==> src/rtl/afe_pkg.sv <==
// Shared constants and FSM state type for the optical front-end capture path.
// The front-end controller uses the same widths for its settings bus.
package afe_pkg;
    localparam int ADC_W = 8;
    localparam int DC_W  = 7;
    localparam int PGA_W = 4;
    localparam int SET_W = 2 + DC_W + PGA_W;

    typedef enum logic [1:0] {
        IDLE   = 2'd0,
        SETTLE = 2'd1,
        ACCUM  = 2'd2
    } afe_state_e;
endpackage

==> src/rtl/afe_avg_accum.sv <==
// Power-of-two window accumulator with sticky saturation tracking.
// Saturation detection is compiled in only when SAT_DETECT_EN is defined.
module afe_avg_accum
    import afe_pkg::*;
#(
    parameter int AVG_LOG2 = 3,
    parameter int SAT_HI   = 250,
    parameter int SAT_LO   = 5
) (
    input  logic             clk,
    input  logic             rst,
    input  logic             clr,
    input  logic             accept,
    input  logic [ADC_W-1:0] adc,
    output logic             done,
    output logic [ADC_W-1:0] avg,
    output logic             win_sat_hi,
    output logic             win_sat_lo
);
    localparam int SUM_W = ADC_W + AVG_LOG2;
    localparam int CNT_W = AVG_LOG2 + 1;
    localparam logic [CNT_W-1:0] CNT_LAST = CNT_W'((1 << AVG_LOG2) - 1);

    logic [SUM_W-1:0] sum_p0;
    logic [SUM_W-1:0] sum_nxt;
    logic [CNT_W-1:0] cnt_p0;

    // avg and done describe the window as it would be after the current sample
    assign sum_nxt = sum_p0 + SUM_W'(adc);
    assign done    = accept && (cnt_p0 == CNT_LAST);
    assign avg     = sum_nxt[SUM_W-1:AVG_LOG2];

    always_ff @(posedge clk or posedge rst) begin
        if (rst) begin
            sum_p0 <= '0;
            cnt_p0 <= '0;
        end else if (clr || done) begin
            sum_p0 <= '0;
            cnt_p0 <= '0;
        end else if (accept) begin
            sum_p0 <= sum_nxt;
            cnt_p0 <= cnt_p0 + CNT_W'(1);
        end
    end

`ifdef SAT_DETECT_EN
    localparam logic [ADC_W-1:0] SAT_HI_C = ADC_W'(SAT_HI);
    localparam logic [ADC_W-1:0] SAT_LO_C = ADC_W'(SAT_LO);

    function automatic logic is_sat_hi(input logic [ADC_W-1:0] code);
        return code >= SAT_HI_C;
    endfunction

    function automatic logic is_sat_lo(input logic [ADC_W-1:0] code);
        return code <= SAT_LO_C;
    endfunction

    logic hi_sticky_p0;
    logic lo_sticky_p0;

    always_ff @(posedge clk or posedge rst) begin
        if (rst) begin
            hi_sticky_p0 <= 1'b0;
            lo_sticky_p0 <= 1'b0;
        end else if (clr || done) begin
            hi_sticky_p0 <= 1'b0;
            lo_sticky_p0 <= 1'b0;
        end else if (accept) begin
            hi_sticky_p0 <= hi_sticky_p0 | is_sat_hi(adc);
            lo_sticky_p0 <= lo_sticky_p0 | is_sat_lo(adc);
        end
    end

    assign win_sat_hi = hi_sticky_p0 | is_sat_hi(adc);
    assign win_sat_lo = lo_sticky_p0 | is_sat_lo(adc);
`else
    assign win_sat_hi = 1'b0;
    assign win_sat_lo = 1'b0;
`endif
endmodule

==> src/rtl/afe_sample_capture.sv <==
// Settle-then-average capture of ADC samples per active LED channel.
// Optional saturation flags are enabled with the SAT_DETECT_EN macro.
module afe_sample_capture
    import afe_pkg::*;
#(
    parameter int SETTLE_CYCLES = 16,
    parameter int AVG_LOG2      = 3,
    parameter int SAT_HI        = 250,
    parameter int SAT_LO        = 5
) (
    input  logic             clk,
    input  logic             rst,
    input  logic [ADC_W-1:0] adc,
    input  logic             adc_valid,
    input  logic             led_ir,
    input  logic             led_red,
    input  logic [DC_W-1:0]  dc_comp,
    input  logic [PGA_W-1:0] pga_gain,
    output logic [ADC_W-1:0] ir_sample,
    output logic             ir_valid,
    output logic [ADC_W-1:0] red_sample,
    output logic             red_valid,
    output logic             sat_hi,
    output logic             sat_lo,
    output logic             settled
);
    localparam int TMR_W = 10;
    localparam logic [TMR_W-1:0] SETTLE_INIT = TMR_W'(SETTLE_CYCLES);

    afe_state_e       state, state_nxt;
    logic [TMR_W-1:0] tmr, tmr_nxt;
    logic [SET_W-1:0] set_cur, set_q;
    logic             change, legal, accept, clr, done, win_hi, win_lo;
    logic [ADC_W-1:0] avg;

    assign set_cur = {led_ir, led_red, dc_comp, pga_gain};
    assign change  = (set_cur != set_q);
    assign legal   = led_ir ^ led_red;
    assign accept  = (state == ACCUM) && legal && !change && adc_valid;
    assign clr     = (state != ACCUM) || !legal || change;
    assign settled = (state == ACCUM);

    always_ff @(posedge clk or posedge rst) begin
        if (rst) begin
            state <= IDLE;
            tmr   <= '0;
            set_q <= '0;
        end else begin
            state <= state_nxt;
            tmr   <= tmr_nxt;
            set_q <= set_cur;
        end
    end

    // Leaving SETTLE when the timer is at 1 (or 0) makes the first accepted
    // sample land exactly SETTLE_CYCLES edges after the settle was entered.
    always_comb begin
        state_nxt = state;
        tmr_nxt   = tmr;
        if (!legal) begin
            state_nxt = IDLE;
        end else if (state == IDLE || change) begin
            state_nxt = SETTLE;
            tmr_nxt   = SETTLE_INIT;
        end else if (state == SETTLE) begin
            if (tmr <= TMR_W'(1)) state_nxt = ACCUM;
            else                  tmr_nxt   = tmr - TMR_W'(1);
        end
    end

    afe_avg_accum #(
        .AVG_LOG2 (AVG_LOG2),
        .SAT_HI   (SAT_HI),
        .SAT_LO   (SAT_LO)
    ) u_accum (
        .clk        (clk),
        .rst        (rst),
        .clr        (clr),
        .accept     (accept),
        .adc        (adc),
        .done       (done),
        .avg        (avg),
        .win_sat_hi (win_hi),
        .win_sat_lo (win_lo)
    );

    always_ff @(posedge clk or posedge rst) begin
        if (rst) begin
            ir_sample  <= '0;
            ir_valid   <= 1'b0;
            red_sample <= '0;
            red_valid  <= 1'b0;
            sat_hi     <= 1'b0;
            sat_lo     <= 1'b0;
        end else begin
            ir_valid  <= 1'b0;
            red_valid <= 1'b0;
            if (done) begin
                if (led_ir) begin
                    ir_sample <= avg;
                    ir_valid  <= 1'b1;
                end else begin
                    red_sample <= avg;
                    red_valid  <= 1'b1;
                end
                sat_hi <= win_hi;
                sat_lo <= win_lo;
            end
        end
    end
endmodule

==> config.mk <==
export PLATFORM = sky130hd
export DESIGN_NAME = afe_sample_capture
export DESIGN_NICKNAME = d
export VERILOG_FILES = /design/src/rtl/afe_pkg.sv /design/src/rtl/afe_avg_accum.sv /design/src/rtl/afe_sample_capture.sv
export SDC_FILE = /design/constraint.sdc
export NUM_CORES = 1
export LEC_CHECK = 0
export ABC_AREA = 1
export CORE_AREA = 2 2 95 97
export CTS_BUF_LIST = sky130_fd_sc_hd__clkbuf_4
export DETAILED_ROUTE_END_ITERATION = 8
export DIE_AREA = 0 0 97 99
export PLACE_DENSITY = 0.63
export SETUP_SLACK_MARGIN = 0.15
export SYNTH_ARGS = -nofsm -noshare
export SYNTH_HDL_FRONTEND = slang
export SYNTH_HIERARCHICAL = 1
export SYNTH_SLANG_ARGS = --single-unit
==> constraint.sdc <==
create_clock -name clk -period 2.2 [get_ports clk]
set_clock_uncertainty 0.2 [all_clocks]
set_input_delay 0.55 -clock clk [delete_from_list [all_inputs] [get_ports clk]]
set_output_delay 0.55 -clock clk [all_outputs]
set_load 0.05 [all_outputs]
==> results.json, run 1 <==
{
  "vias_per_cell": 4.49,
  "ys_types": 35,
  "worstPathRequired_ns": 2.34,
  "ys_warn_count": 6,
  "fin_area_sq_um": 4630,
  "switching_share": 0.286,
  "layout-drive-gt1-share": 0.288,
  "die_h_microns": 99,
  "rows": 34,
  "cp-start-kind": "input port",
  "cts_made_buffers": 9,
  "drt-pass1-iter-count": 4,
  "final_hold_viol_count": 0,
  "cp_slowest_stage_delay_ns": 0.40,
  "ys_async_sr_fraction": 1.00,
  "synth.top_cell.area_share": 0.449,
  "design.core.area_sq_um": 8550,
  "p_int_mw": 1.63,
  "fin_crit_ns": 2.21,
  "end_kind": "flip-flop",
  "cts.sinks": 60,
  "cp_max_fo": 3,
  "crit_start": "adc[0]",
  "power_leakage_nw": 2.54,
  "final_core_util": 0.542,
  "worstSetupPathType": "in -> reg",
  "power_density_nw_per_um2": 492,
  "area_growth_pct": 38.4,
  "placed_area_sq_um": 4360,
  "wl_per_cell_microns": 11.2,
  "dieArea_sq_um": 9600,
  "cts-htree-levels": 3,
  "wl_microns": 7500,
  "antenna_cells": 0,
  "clock_path_buffers": 2,
  "drtIter0Drc": 92,
  "syn_area_per_cell_sq_um": 7.57,
  "status": "complete, but fails checks",
  "p_clk_frac": 0.344,
  "initial_utilization": 0.391,
  "io_pins": 45,
  "yosys-top-cells-area": "dfrtp_1, nand2_1, inv_1",
  "gp_congestion": 0.891,
  "crit_path_top_delay_cell": "clkdlybuf4s50_1",
  "clockRootBuffer": "clkbuf_4",
  "vdd_drop_max_v": 0.000243,
  "timing.max_cap.violations": 0,
  "grt_pass1_vias": 3074,
  "violations": "negative setup slack",
  "arrival_ns": 2.35,
  "yosysTopAreaCell": "dfrtp_1",
  "crit_chain": "clkdlybuf4s50_1 > ha_1 > fa_2 > nand3_2 > nand3_2 > nand2_1 > nand2_2 > nand3_1 > and2_1 > inv_1 > o21ai_0",
  "dp_hpwl_microns": 5630,
  "grt-ovfl-total": 0,
  "p_seq_frac": 0.501,
  "fillCellCount": 814,
  "io_buffers": 44,
  "p_sw_mw": 0.651,
  "clk_latency_ns": 0.41,
  "yosysSeqAreaShare": 0.449,
  "cp_common_cell": "nand3_2",
  "syn_inst": 442,
  "drc": 0,
  "via_count": 2998,
  "yosys_most_used_dff": "dfrtp_1",
  "die_width_microns": 97,
  "finalCritPeriodShare": 1.00,
  "setup_viol": 1,
  "postSynthRegisterBits": 60,
  "hold_class": "in -> reg",
  "globalRouteTotalUtil": 0.168,
  "min_from": "dc_comp[0]",
  "clk_pin_slew_ns": 0.11,
  "setup_slack_ns": -0.00945,
  "synth-edff-count": 0,
  "finalMaxSlewViolations": 0,
  "rsz0062_at_grt": "yes",
  "postCtsHoldBufs": 0,
  "syn_area_sq_um": 3350,
  "power_frac_comb": 0.156,
  "cts_tree": "done",
  "r2r-start": "set_q[2]",
  "fmax_mhz": 453,
  "grt_max_degree": 46,
  "antenna_found_initial": 0,
  "ant_nets": 0,
  "grt_first_pass_wirelength_microns": 13300,
  "fin_nets": 590
}
## cell families (layout without fill, tap and decap cells)
| logic type | after synthesis | in the layout | share of synthesized area |
|---|---|---|---|
| other | 1 | 2 | 0.00112 |
| xor gates and xnor gates | 14 | 14 | 0.0411 |
| buffers and inverters | 77 | 193 | 0.0912 |
| and+or+nand+nor | 244 | 244 | 0.313 |
| adders and majority gates | 12 | 12 | 0.0471 |
| muxes | 2 | 2 | 0.00673 |
| AOI/OAI and AO/OA | 32 | 32 | 0.0505 |
| DFF | 60 | 60 | 0.449 |
## cell usage after synthesis, drive strengths merged, types with 2 or more instances
library cell / count
o21ai: 22
a21oi: 8
nand2: 158
nor2: 43
clkbuf: 2
nand4: 3
dfrtp: 60
or2: 3
ha: 11
nand3b: 2
inv: 71
nand3: 29
and2: 5
mux2: 2
xnor2: 7
buf: 4
xor2: 7
## sequential cells by signal, summed over array words and instances, names as in the netlist
name,count
state,2
u_accum/cnt_p0,4
sat_lo,1
red_valid,1
tmr,10
sat_hi,1
ir_sample,8
ir_valid,1
red_sample,8
u_accum/sum_p0,11
set_q,13
## power by group through the flow
stage | logic, mW | clock network (mW) | registers, mW
floorplan | 0.213 | 0 | 1.16
global placement | 0.345 | 0 | 1.16
detailed placement | 0.351 | 0 | 1.16
CTS | 0.348 | 0.804 | 1.14
global route | 0.404 | 0.849 | 1.14
finish | 0.355 | 0.782 | 1.14
## worst max-delay path, delay by kind of cell
family	cells	cell delay (ns)
AO/OA/AOI/OAI	1	0.14
buffers and inverters	2	0.45
AND/OR/NAND/NOR	6	0.60
adder cells (fa/ha/maj)	2	0.59
## cell usage in the layout, fill, tap and decap left out, drive strengths merged, types with 2 or more instances in the layout
master,netlist,routed
dlygate4sd2,0,8
nand4,3,3
o21ai,22,22
buf,4,82
clkdlybuf4s50,0,10
or2,3,3
a21oi,8,8
xor2,7,7
nand2,158,158
nor2,43,43
clkdlybuf4s15,0,3
dfrtp,60,60
inv,71,72
ha,11,11
xnor2,7,7
nand3b,2,2
nand3,29,29
conb,1,2
and2,5,5
clkbuf,2,11
clkinvlp,0,2
mux2,2,2
clkinv,0,4
## what timing repair did
action | 4_1_cts | 5_1_grt
gates resized for setup | 37 | 16
pin swaps | 12 | 6
setup endpoints to repair | 36 | 35
cloned | 1 | 0
buffers inserted | 3 | 4
## layout make-up
class | instances | area, sq um | area share
flip-flops and latches | 60 | 1500 | 0.324
clock buffers | 9 | 67.6 | 0.0146
inverters | 71 | 282 | 0.0608
repair buffers | 105 | 866 | 0.187
well taps | 108 | 135 | 0.0292
repair inverters | 1 | 8.76 | 0.00189
multi-input cells | 306 | 1700 | 0.368
clock inverters | 7 | 67.6 | 0.0146
## per-layer routing
metal | GRT usage | share of wire
met1 | 0.203 | 0.45
met2 | 0.303 | 0.50
met3 | 0.0362 | 0.029
met4 | 0.0498 | 0.013
met5 | 0 | 0
## stage by stage
stage,setup slack [ns],total power [mW],hold WS [ns],cells,setup TNS (ns)
floorplan,-0.120,1.37,0.251,443,-1.80
global placement,-0.716,1.51,0.270,643,-25.37
detailed placement,-0.792,1.51,0.274,643,-28.19
CTS,-0.0752,2.29,0.176,663,-1.11
global route,-0.141,2.40,0.116,667,-3.09
finish,-0.00945,2.28,0.138,667,-0.00945
## worst paths after layout
| path | end | slack (ns) | cells after the start |
|---|---|---|---|
| max in group asynchronous | red_sample[0] | 1.27 | 3 |
| worst max register to register | sat_lo | 0.01 | 9 |
| worst max-delay path | ir_sample[7] | -0.009 | 11 |
| worst min register to register | u_accum/sum_p0[5] | 0.30 | 2 |
| worst min-delay path | set_q[4] | 0.14 | 1 |
| min in group asynchronous | u_accum/sum_p0[10] | 0.29 | 3 |
(Power assumes the default switching activity.)
==> run 2: changes to the inputs <==
--- a/config.mk
+++ b/config.mk
@@ -7,7 +7,7 @@
 export LEC_CHECK = 0
 export ABC_AREA = 1
 export CORE_AREA = 2 2 95 97
-export CTS_BUF_LIST = sky130_fd_sc_hd__clkbuf_4
+export CTS_BUF_LIST = sky130_fd_sc_hd__clkbuf_16
 export DETAILED_ROUTE_END_ITERATION = 8
 export DIE_AREA = 0 0 97 99
 export PLACE_DENSITY = 0.63
==> run 2 against run 1 <==
  * First-iteration DRC count rose by 16%
  * Wire length rose by 6.6%
  * Critical path type is now reg -> reg
  * The flow now finishes without violations
  * Global-route usage rose by 1.1 points
==> results.json, run 2 (synthesis gave the netlist of run 1 again) <==
{
  "regMostFlops": "set_q",
  "antenna_found_initial": 0,
  "die_h_microns": 99,
  "wl_microns": 7990,
  "cts-htree-levels": 3,
  "multi_input_area_sq_um": 1760,
  "most-common-layout-cells": "nand2_1, buf_4, dfrtp_1, inv_1, nor2_1",
  "dieArea_sq_um": 9600,
  "grt-ovfl-total": 0,
  "cts_made_buffers": 9,
  "cp_max_fo": 3,
  "clk_pin_slew_ns": 0.06,
  "hold_class": "in -> reg",
  "via_count": 3116,
  "globalRouteTotalUtil": 0.180,
  "ant_nets": 0,
  "largest_register_ffs": 13,
  "die_width_microns": 97,
  "fin_crit_ns": 2.19,
  "status": "finished, final reports clean",
  "vdd_drop_max_v": 0.000352,
  "cp_top_family": "simple AND/OR/NAND/NOR gates",
  "rows": 34,
  "clk_latency_ns": 0.33,
  "grt_pass1_vias": 3244,
  "design.core.area_sq_um": 8550,
  "critical_path.n_buffers_inverters": 1,
  "fmax_mhz": 456,
  "worstPathRequired_ns": 2.21,
  "end_kind": "flip-flop",
  "finalNonFillerCells": 686,
  "regArea_sq_um": 1500,
  "dp_slack_ns": -0.792,
  "cp_slowest_stage_delay_ns": 0.39,
  "drc": 0,
  "cts_tree": "done",
  "timing.max_cap.violations": 0,
  "wl_per_cell_microns": 11.7,
  "final_hold_viol_count": 0,
  "postCtsHoldBufs": 0,
  "finalMaxSlewViolations": 0,
  "fin_nets": 609,
  "reg.largest.list": "set_q (13), u_accum/sum_p0 (11), tmr (10)",
  "finalCritPeriodShare": 0.996,
  "io_buffers": 44,
  "cts.sinks": 60,
  "power_leakage_nw": 2.72,
  "rsz0062_at_grt": "yes",
  "layout_commonest_cell": "nand2_1",
  "power_density_nw_per_um2": 588,
  "initial_utilization": 0.391,
  "dp.cells": 643,
  "layout-drive-gt1-share": 0.372,
  "worstSetupPathType": "reg -> reg",
  "cp-start-kind": "flip-flop",
  "antenna_cells": 0,
  "area_growth_pct": 49.1,
  "fillCellCount": 762,
  "arrival_ns": 2.20,
  "grt_max_degree": 46,
  "gp_congestion": 0.891,
  "setup_viol": 0,
  "drtIter0Drc": 107,
  "io_pins": 45,
  "cp_common_cell": "nor2_2",
  "setup_slack_ns": 0.00806,
  "crit_path_top_delay_cell": "dfrtp_1",
  "vias_per_cell": 4.54,
  "crit_chain": "xnor2_2 > o21ai_1 > nor2_2 > nand4_1 > nor2_2 > nand2_2 > nor3_4 > buf_6 > mux2_4",
  "clock_path_buffers": 2,
  "dp_hpwl_microns": 5630,
  "clockRootBuffer": "clkbuf_16",
  "drt-pass1-iter-count": 4,
  "grt_first_pass_wirelength_microns": 14100
}
run 2: area by class of cell:
| type | instances | share of cell area |
|---|---|---|
| sequential | 60 | 0.301 |
| clock buffer | 9 | 0.0452 |
| multi-input combinational | 306 | 0.353 |
| timing repair inverter | 1 | 0.00176 |
| inverter | 71 | 0.0564 |
| clock inverter | 7 | 0.0135 |
| timing repair buffer | 124 | 0.202 |
| tap | 108 | 0.0271 |
run 2: what timing repair did:
item | in CTS | in global routing
gates resized for setup | 93 | 28
endpoints found under the hold margin | 0 | 0
setup endpoints to repair | 45 | 39
cloned | 1 | 0
setup buffers | 24 | 2
pin swaps | 38 | 15
run 2: layer usage:
layer,part of all wire,GRT usage,up-vias
met3,0.027,0.0291,13
met1,0.44,0.212,1458
met5,0,0,-
li1,-,-,1605
met4,0.016,0.0661,0
met2,0.52,0.330,40
run 2: through the flow:
step | utilization | power [mW] | hold slack, ns | cell area (sq um) | TNS [ns]
after floorplan | - | 1.37 | 0.251 | 3470 | -1.80
after global placement | 0.510 | 1.51 | 0.270 | 4360 | -25.37
after detailed placement | 0.510 | 1.51 | 0.274 | 4360 | -28.19
after CTS | 0.576 | 2.94 | 0.144 | 4930 | -0.704
after global routing | 0.583 | 3.06 | 0.150 | 4990 | -3.26
final | 0.583 | 2.93 | 0.148 | 4990 | 0
run 2: path summary, 6_finish.rpt:
| check | from | end | slack, ns | cells after the start |
|---|---|---|---|---|
| hold reg to reg | u_accum/sum_p0[5] | u_accum/sum_p0[5] | 0.29 | 2 |
| hold / removal | dc_comp[4] | set_q[8] | 0.15 | 1 |
| min in group asynchronous | rst | u_accum/sum_p0[8] | 0.38 | 3 |
| max in group asynchronous | rst | red_sample[0] | 1.18 | 3 |
| setup / recovery | set_q[2] | sat_lo | 0.008 | 9 |
| setup reg to reg | set_q[2] | sat_lo | 0.008 | 9 |
run 2: report_power, final:
group	switching, mW	total, mW	internal (mW)	leakage [nW]
sequential	0.0184	1.14	1.13	0.802
clock	0.516	1.38	0.869	0.139
combinational	0.209	0.405	0.196	1.78
